**config.mk**
```make
export PLATFORM = sky130hd
export DESIGN_NAME = cla_multiword_adder
export DESIGN_NICKNAME = d
export VERILOG_FILES = /design/src/rtl/cla_multiword_adder.sv
export SDC_FILE = /design/constraint.sdc
export NUM_CORES = 1
export LEC_CHECK = 0
export CAP_MARGIN = 30
export CORE_AREA = 2 2 69 78
export DETAILED_ROUTE_END_ITERATION = 10
export DIE_AREA = 0 0 71 80
export PLACE_DENSITY_LB_ADDON = 0.15
export SYNTH_ARGS = -nofsm -noshare
export SYNTH_HDL_FRONTEND = slang
export SYNTH_SLANG_ARGS = --single-unit
```
**constraint.sdc**
```tcl
create_clock -name Clk -period 2.7 [get_ports Clk]
set_clock_uncertainty 0.1 [all_clocks]
set_input_delay 0.405 -clock Clk [delete_from_list [all_inputs] [get_ports Clk]]
set_output_delay 0.405 -clock Clk [all_outputs]
set_load 0.1 [all_outputs]
```
**src/rtl/cla_multiword_adder.sv**
```systemverilog
// Multi-precision adder: streams 16-bit word pairs LSW first through one 16-bit CLA,
// chaining the carry in a 1-bit register and presenting each result in a one-deep output stage.

module Cla16 (
   input  logic [15:0] a,
   input  logic [15:0] b,
   input  logic        cin,
   output logic [15:0] sum,
   output logic        cout
);
   logic [15:0] g, p, c;
   logic [3:0]  gg, gp;
   logic [4:0]  cg;

   // Four 4-bit groups; group carries are fully looked ahead, bit carries ripple inside a group.
   always_comb begin
      g = a & b;
      p = a ^ b;
      for (int k = 0; k < 4; k++) begin
         gg[k] = g[4*k+3]
               | (p[4*k+3] & g[4*k+2])
               | (p[4*k+3] & p[4*k+2] & g[4*k+1])
               | (p[4*k+3] & p[4*k+2] & p[4*k+1] & g[4*k]);
         gp[k] = &p[4*k +: 4];
      end
      cg[0] = cin;
      cg[1] = gg[0] | (gp[0] & cg[0]);
      cg[2] = gg[1] | (gp[1] & gg[0]) | (gp[1] & gp[0] & cg[0]);
      cg[3] = gg[2] | (gp[2] & gg[1]) | (gp[2] & gp[1] & gg[0])
            | (gp[2] & gp[1] & gp[0] & cg[0]);
      cg[4] = gg[3] | (gp[3] & gg[2]) | (gp[3] & gp[2] & gg[1])
            | (gp[3] & gp[2] & gp[1] & gg[0]) | ((&gp) & cg[0]);
      c = '0;
      for (int k = 0; k < 4; k++) begin
         c[4*k] = cg[k];
         for (int j = 1; j < 4; j++) begin
            c[4*k+j] = g[4*k+j-1] | (p[4*k+j-1] & c[4*k+j-1]);
         end
      end
      sum  = p ^ c;
      cout = cg[4];
   end
endmodule

module cla_multiword_adder #(
   parameter int WORDS = 4,
   parameter int CW    = $clog2(WORDS)
) (
   input  logic          Clk,
   input  logic          Rst,
   input  logic          Flush,
   input  logic          InValid,
   output logic          InReady,
   input  logic [15:0]   A,
   input  logic [15:0]   B,
   input  logic          Cin,
   output logic          OutValid,
   input  logic          OutReady,
   output logic [15:0]   Sum,
   output logic          OutLast,
   output logic          Cout,
   output logic          Ovf,
   output logic [CW-1:0] WordIdx
);
   typedef enum logic {FIRST, RUN} state_t;

   state_t        state_q, state_d;
   logic [CW-1:0] idx_q, idx_d;
   logic          carry_q, carry_d;
   logic          valid_q, valid_d;
   logic [15:0]   sum_q, sum_d;
   logic          last_q, last_d;
   logic          cout_q, cout_d;
   logic          ovf_q, ovf_d;

   logic          accept, lastWord, claCin, claCout;
   logic [15:0]   claSum;

   assign InReady  = !valid_q | OutReady;
   assign accept   = InValid & InReady & !Flush;
   assign lastWord = (idx_q == CW'(WORDS - 1));
   assign claCin   = (state_q == FIRST) ? Cin : carry_q;

   Cla16 uCla (
      .a    (A),
      .b    (B),
      .cin  (claCin),
      .sum  (claSum),
      .cout (claCout)
   );

   always_ff @(posedge Clk or posedge Rst) begin
      if (Rst) begin
         state_q <= FIRST;
         idx_q   <= '0;
         carry_q <= 1'b0;
         valid_q <= 1'b0;
         sum_q   <= '0;
         last_q  <= 1'b0;
         cout_q  <= 1'b0;
         ovf_q   <= 1'b0;
      end else begin
         state_q <= state_d;
         idx_q   <= idx_d;
         carry_q <= carry_d;
         valid_q <= valid_d;
         sum_q   <= sum_d;
         last_q  <= last_d;
         cout_q  <= cout_d;
         ovf_q   <= ovf_d;
      end
   end

   // Word sequencing: the last word of an operand wraps back to FIRST so Cin is resampled.
   always_comb begin
      state_d = state_q;
      idx_d   = idx_q;
      if (Flush) begin
         state_d = FIRST;
         idx_d   = '0;
      end else if (accept) begin
         if (lastWord) begin
            state_d = FIRST;
            idx_d   = '0;
         end else begin
            state_d = RUN;
            idx_d   = idx_q + CW'(1);
         end
      end
   end

   // Output stage: Sum only changes on a load, so it is stable while stalled.
   always_comb begin
      carry_d = carry_q;
      valid_d = valid_q;
      sum_d   = sum_q;
      last_d  = last_q;
      cout_d  = cout_q;
      ovf_d   = ovf_q;
      if (Flush) begin
         carry_d = 1'b0;
         valid_d = 1'b0;
         last_d  = 1'b0;
         cout_d  = 1'b0;
         ovf_d   = 1'b0;
      end else if (accept) begin
         carry_d = claCout;
         valid_d = 1'b1;
         sum_d   = claSum;
         last_d  = lastWord;
         cout_d  = lastWord & claCout;
         ovf_d   = lastWord & (A[15] == B[15]) & (claSum[15] != A[15]);
      end else if (valid_q && OutReady) begin
         valid_d = 1'b0;
      end
   end

   assign OutValid = valid_q;
   assign Sum      = sum_q;
   assign OutLast  = last_q;
   assign Cout     = cout_q;
   assign Ovf      = ovf_q;
   assign WordIdx  = idx_q;
endmodule

```
==> out/qor.csv, run 1 <==
metric;value;unit
status;finished with violations;
failing checks;negative setup slack;
Syn Inst Count;163;
Starting Density;34.13;%
vias in the first global route;1580;
VDD IR-drop max;365.7;uV
Post-DP Area;0.002471;sq mm
clock share of power;13.9;%
Detail Route Antenna Nets;0;
H-tree Lvls;1;
post-route setup slack;-0.01509;ns
Initial DRC Count;39;
drt wl/cell;13.14;um
initial antenna violation count;0;
Syn. warnings;0;
net switching power;797.4;uW
syn_area_per_cell;10.26;sq um
worst setup path start;A[4];
worst slew pin tran;0.4943;ns
hold_buf cts;0;
area grow syn2layout;57.93;%
pin count of the biggest net entering global routing;27;
post-DP HPWL;3126;um
power density over cell area;602.8;mW/mm^2
crit path DAT;2.80;ns
CP required;2.79;ns
IO Port Bufs;60;
Residual DRC;0;
net switching share of the total power;50.10;%
# nets final;322;
Logic pwr share;57.4;%
CTS max path bufs;2;
worst min path class;in -> async;
synthesized flop and latch total;24;
root buffer cell;clkbuf_8;
WL final;4085;um
Chip Height;80;um
Critical Path Fanout Max;2;
Slew Viols, Final;0;
Post-synth EDFFs;0;
Syn Nets;230;
row count;27;
Slew headroom;67.05;%
count leader, synth;nand2_1;
Cell variety after synth;33;
die area;0.005680;sq mm
fin crit share;100.6;%
worst reg2reg setup slack;0;ns
RSZ-0062 raised after global routing;yes;
Worst-path clk slew;0.09;ns
RR Endpoint;Ovf;
gr usage total;15.58;%
Commonest cells post-synth;38 x nand2_1, 24 x dfrtp_1, 17 x ha_1, 16 x inv_1, 12 x fa_1;
Design Area, Final;0.002640;sq mm
Seq/Total Area, Yosys;35.93;%
share of layout cells above drive strength 1;40.71;%
final-report setup violation count;1;
largest cells by area after synthesis;dfrtp_1 36%, fa_1 14%, ha_1 13%;
Hold Slack;0.3860;ns
vias;1449;
clock sink total;24;
Pleak;0.001335;uW
die width;71;um
# IOs;61;
Worst-Skew Late Latency;0.27;ns
Setup crit end;Ovf;
Post-synth ARST share;100.0;%
mapped cell area;0.001672;sq mm
Setup CP Type;in -> reg;
CTS tree;built;
fillers;481;
top cell type's share of synthesized area;35.93;%
commonest register cell after synthesis;dfrtp_1;
Num CTS Buffers;3;
Worst setup EP type;flop;
first-pass GRT wire length;6941;um
Seq pwr share;28.7;%
Max Cap Violations;0;
Congestion Overflow GR;0;
Pint;794.1;uW
Period minus WS final;2.715;ns
Reg2Reg Depth;10;
final hold violation count;0;
Core ar.;0.004898;sq mm
CP Launch Type;input pin;
Final GP Congestion;0.7209;
TritonRoute pass-1 iters;4;
post-DR vias/cell;4.659;
post-synth top area cell;dfrtp_1;
FMAX;0.3683;GHz
FF-to-FF Start;state_q;
number of diodes;0;
TNS Setup;-0.01509;ns
## kinds of logic (layout without fill, tap and decap cells)
family | after synthesis | count (layout) | share of synthesized area (%)
AND/OR/NAND/NOR | 49 | 49 | 12.43
XOR/XNOR | 6 | 6 | 3.144
flip-flops | 24 | 24 | 35.93
multiplexers | 1 | 1 | 0.5988
AO/OA/AOI/OAI | 34 | 34 | 14.90
buffers and inverters | 20 | 110 | 5.913
adder cells (fa/ha/maj) | 29 | 29 | 27.10
## layout by cell type, fill, tap and decap left out, types with 2 or more instances in the layout
master and n:
buf_4 55, nand2_1 38, dfrtp_1 24, inv_1 14
clkdlybuf4s50_1 14, ha_1 8, fa_2 7, ha_4 7
dlygate4sd2_1 7, buf_2 7, o21ai_2 6, o21ai_1 6
a21o_1 5, fa_1 5, xor2_1 4, nor2_1 3
a21oi_1 3, clkbuf_8 3, clkdlybuf4s15_1 3, nand4_1 2
a21oi_2 2, inv_2 2, ha_2 2, dlymetal6s2s_1 2
## power groups by stage
stage	logic, uW	clock network [uW]	registers (uW)
floorplan	203	0	894
global placement	873	0	464
CTS	902	230	457
detailed placement	886	0	463
global route	972	249	466
finish	913	222	457
## routing by layer
layer	up-vias	wire length (um)	track usage [%]
li1	719	-	-
met2	35	2165	28.32
met3	5	155	2.273
met5	-	0	0
met1	690	1717	18.92
met4	0	47	4.717
## per-stage QoR
| step | utilization (%) | total power [uW] | setup slack (ns) | std cells |
|---|---|---|---|---|
| after CTS | 52.59 | 1590 | -0.02368 | 307 |
| final | 53.90 | 1592 | -0.01509 | 311 |
| after floorplan | - | 1097 | -0.1999 | 163 |
| after detailed placement | 50.45 | 1349 | -0.8351 | 298 |
| after global placement | 50.45 | 1336 | -0.7825 | 298 |
| after global routing | 53.90 | 1686 | -0.1918 | 311 |
## worst min path at each step
stage | start | end | slack [ns] | cells after the start
floorplan | Rst | Cout | 0.32 | 1
global placement | Sum[5] | Sum[5] | 0.36 | 2
detailed placement | Sum[4] | Sum[4] | 0.37 | 2
CTS | Sum[4] | Sum[4] | 0.39 | 2
global route | Sum[4] | Sum[4] | 0.41 | 2
finish | Rst | Sum[0] | 0.39 | 3
## flip-flops by register name (all words and copies together), names as in the netlist
signal	count
state_q	1
Ovf	1
OutLast	1
Sum	16
carry_q	1
Cout	1
WordIdx	2
OutValid	1
## critical path, cell delays in order
cell	delay, ns
clkdlybuf4s15_1	0.18
ha_2	0.17
a41o_1	0.24
a21oi_2	0.13
a21boi_4	0.21
o21ai_2	0.08
fa_2	0.34
fa_2	0.35
fa_2	0.38
xnor2_1	0.14
o31ai_1	0.18
## area by class of cell
type | count | area, sq um | area share, %
Sequential cell | 24 | 600.6 | 22.75
Timing Repair Buffer | 91 | 732.0 | 27.73
Tap cell | 58 | 72.57 | 2.749
Multi-Input combinational cell | 119 | 1134 | 42.94
Inverter | 16 | 60.06 | 2.275
Clock buffer | 3 | 41.29 | 1.564
## timing repair
action                                  in CTS  in global routing
gates resized for setup                     64                 12
buffers inserted                             6                  4
pin swaps                                   24                  3
endpoints found under the setup margin       9                  6
cloned                                       0                  0
(Power assumes the default switching activity.)
==> inputs of run 2 (changes only) <==
--- a/config.mk
+++ b/config.mk
@@ -10,6 +10,7 @@
 export DETAILED_ROUTE_END_ITERATION = 10
 export DIE_AREA = 0 0 71 80
 export PLACE_DENSITY_LB_ADDON = 0.15
+export RECOVER_POWER = 100
 export SYNTH_ARGS = -nofsm -noshare
 export SYNTH_HDL_FRONTEND = slang
 export SYNTH_SLANG_ARGS = --single-unit
==> run 2 against run 1 <==
Compared with the run above:
- the flow still finishes with violations (negative setup slack)
- via count rose by 0.21%
- worst hold slack got worse by 0.0023 ns
- critical path depth did not move
- utilization fell by 2.0 points
- routed wire length up 0.76%
- combinational power shrank 6.0%
- non-clock buffer count unchanged
- total power shrank 3.6%
- final cell count unchanged
- first-iteration DRC count stayed put
- flip-flop and latch count is the same
- final area fell by 3.6%
- critical endpoint unchanged
==> out/qor.csv, run 2 (synthesized netlist as in run 1, its figures left out) <==
metric;value;unit;change
RSZ-0062 raised after global routing;yes;;unchanged
pin count of the biggest net entering global routing;27;;unchanged
fin crit share;100.6;%;about the same
FMAX;0.3682;GHz;was 0.3683 GHz
Setup CP Type;in -> reg;;unchanged
fillers;500;;was 481
Seq pwr share;29.7;%;was 28.7%
Worst setup EP type;flop;;unchanged
root buffer cell;clkbuf_8;;unchanged
Core ar.;0.004898;sq mm;unchanged
Pint;738.4;uW;was 794.1 uW
number of diodes;0;;unchanged
row count;27;;unchanged
post-DR vias/cell;4.669;;was 4.659
CP Launch Type;input pin;;unchanged
Residual DRC;0;;unchanged
top sig layer;met4;;unchanged
CTS max path bufs;2;;unchanged
Period minus WS final;2.716;ns;was 2.715 ns
IO Port Bufs;60;;unchanged
Detail Route Antenna Nets;0;;unchanged
net switching share of the total power;51.89;%;was 50.10%
H-tree Lvls;1;;unchanged
M1 wire length;1763;um;was 1717 um
Slew headroom;7.314;%;was 67.05%
Largest register FFs;16;;unchanged
post-route setup slack;-0.01575;ns;was -0.01509 ns
Critical Path Fanout Max;2;;unchanged
Logic pwr share;55.9;%;was 57.4%
Starting Density;34.13;%;unchanged
die width;71;um;unchanged
CTS tree;built;;unchanged
VDD IR-drop max;355.7;uV;was 365.7 uV
worst reg2reg setup slack;0.01;ns;was 0 ns
vias in the first global route;1580;;unchanged
total power;1535;uW;was 1592 uW
Reg2Reg Depth;10;;unchanged
Pleak;0.001244;uW;was 0.001335 uW
CP required;2.78;ns;was 2.79 ns
failing checks;negative setup slack;;unchanged
commonest non-fill, non-tap cell in the layout;nand2_1;;was buf_4
gr usage total;15.58;%;unchanged
Worst-path clk slew;0.09;ns;about the same
share of layout cells above drive strength 1;30.83;%;was 40.71%
power density over cell area;603.4;mW/mm^2;was 602.8 mW/mm^2
# nets final;322;;unchanged
Initial DRC Count;39;;unchanged
final-report setup violation count;1;;unchanged
status;finished with violations;;unchanged
vias;1452;;was 1,449
WL final;4116;um;was 4085 um
TritonRoute pass-1 iters;3;;was 4
final hold violation count;0;;unchanged
worst slew pin tran;1.390;ns;was 0.4943 ns
Worst-Skew Late Latency;0.27;ns;about the same
worst min path class;reg -> reg;;was in -> async
most frequent cells in the layout;39 x nand2_1, 30 x buf_4, 24 x dfrtp_1, 23 x clkbuf_1, 14 x inv_1;;was 55 x buf_4, 38 x nand2_1, 24 x dfrtp_1, 14 x inv_1, 14 x clkdlybuf4s50_1
Post-Place Setup Slack;-0.8351;ns;unchanged
clock sink total;24;;unchanged
die area;0.005680;sq mm;unchanged
area grow syn2layout;52.17;%;was 57.93%
met3 WL;152;um;was 155 um
crit path DAT;2.80;ns;about the same
clock share of power;14.4;%;was 13.9%
Slew Viols, Final;0;;unchanged
Max Cap Violations;0;;unchanged
drt wl/cell;13.23;um;was 13.14 um
net switching power;796.4;uW;was 797.4 uW
hold depth;2;;
initial antenna violation count;0;;unchanged
met2 wire len;2152;um;was 2165 um
post-DP HPWL;3126;um;unchanged
Congestion Overflow GR;0;;unchanged
Final GP Congestion;0.7209;;unchanged
Num CTS Buffers;3;;unchanged
Chip Height;80;um;unchanged
first-pass GRT wire length;6941;um;unchanged
# IOs;61;;unchanged
run 2: cell count changes in the layout (fill, tap and decap cells not counted), sizes merged:
cell and change:
buf -25, clkbuf +25, clkdlybuf4s50 -2, dlygate4sd3 +2
run 2: area by class of cell:
class | instances | area [sq um] | area share [%]
well taps | 58 | 72.57 | 2.853
repair buffers | 91 | 640.6 | 25.18
flip-flops and latches | 24 | 600.6 | 23.61
multi-input cells | 119 | 1129 | 44.37
inverters | 16 | 60.06 | 2.361
clock buffers | 3 | 41.29 | 1.623
run 2: worst max-delay path, stage by stage:
cell             delay (ns)
clkdlybuf4s15_1        0.18
ha_2                   0.17
a41o_1                 0.24
a21oi_2                0.13
a21boi_4               0.21
o21ai_2                0.08
fa_2                   0.34
fa_2                   0.35
fa_2                   0.38
xnor2_1                0.14
o31ai_1                0.18
run 2: final timing paths:
path / to / start
worst max-delay path: Ovf / A[4]
worst min-delay path: Sum[0] / Sum[0]
worst max register to register: Ovf / state_q
worst min register to register: Sum[0] / Sum[0]
max in group asynchronous: Sum[3] / Rst
min in group asynchronous: Sum[0] / Rst
run 2: layer usage:
layer  vias up  track usage, %
met5         -               0
met4         0           4.717
met3         5           2.273
met2        33           28.32
met1       693           18.92
li1        721               -
run 2: timing repair:
item / CTS / global route
endpoints found under the setup margin: 9 / 6
gates resized for setup: 64 / 12
gates cloned: 0 / 0
setup buffers: 6 / 4
hold buffers: 0 / 0
pin swaps: 24 / 3
run 2: stage by stage:
stage                     instance area, sq um  cells  setup TNS (ns)  utilization, %  hold WS (ns)
after floorplan                           1737    163         -0.3986               -        0.3196
after global placement                    2471    298          -4.982           50.45        0.3603
after detailed placement                  2471    298          -5.358           50.45        0.3681
after CTS                                 2576    307        -0.04032           52.59        0.3901
after global routing                      2544    311         -0.4591           51.93        0.4132
final                                     2544    311        -0.01575           51.93        0.3838
run 2: power by group through the flow:
stage	Combinational, uW	Clock [uW]	Sequential, uW
2_1_floorplan	203	0	894
3_3_place_gp	873	0	464
3_5_place_dp	886	0	463
4_1_cts	902	230	457
5_1_grt	916	249	464
6_report	858	221	455
==> inputs of run 3 (changes only) <==
--- a/config.mk
+++ b/config.mk
@@ -9,6 +9,8 @@
 export CORE_AREA = 2 2 69 78
 export DETAILED_ROUTE_END_ITERATION = 10
 export DIE_AREA = 0 0 71 80
+export GPL_ROUTABILITY_DRIVEN = 0
+export HOLD_SLACK_MARGIN = 0.15
 export PLACE_DENSITY_LB_ADDON = 0.15
 export RECOVER_POWER = 100
 export SYNTH_ARGS = -nofsm -noshare
==> results of run 3 <==
No change in the layout: final DEF, timing and power equal those of run 2.
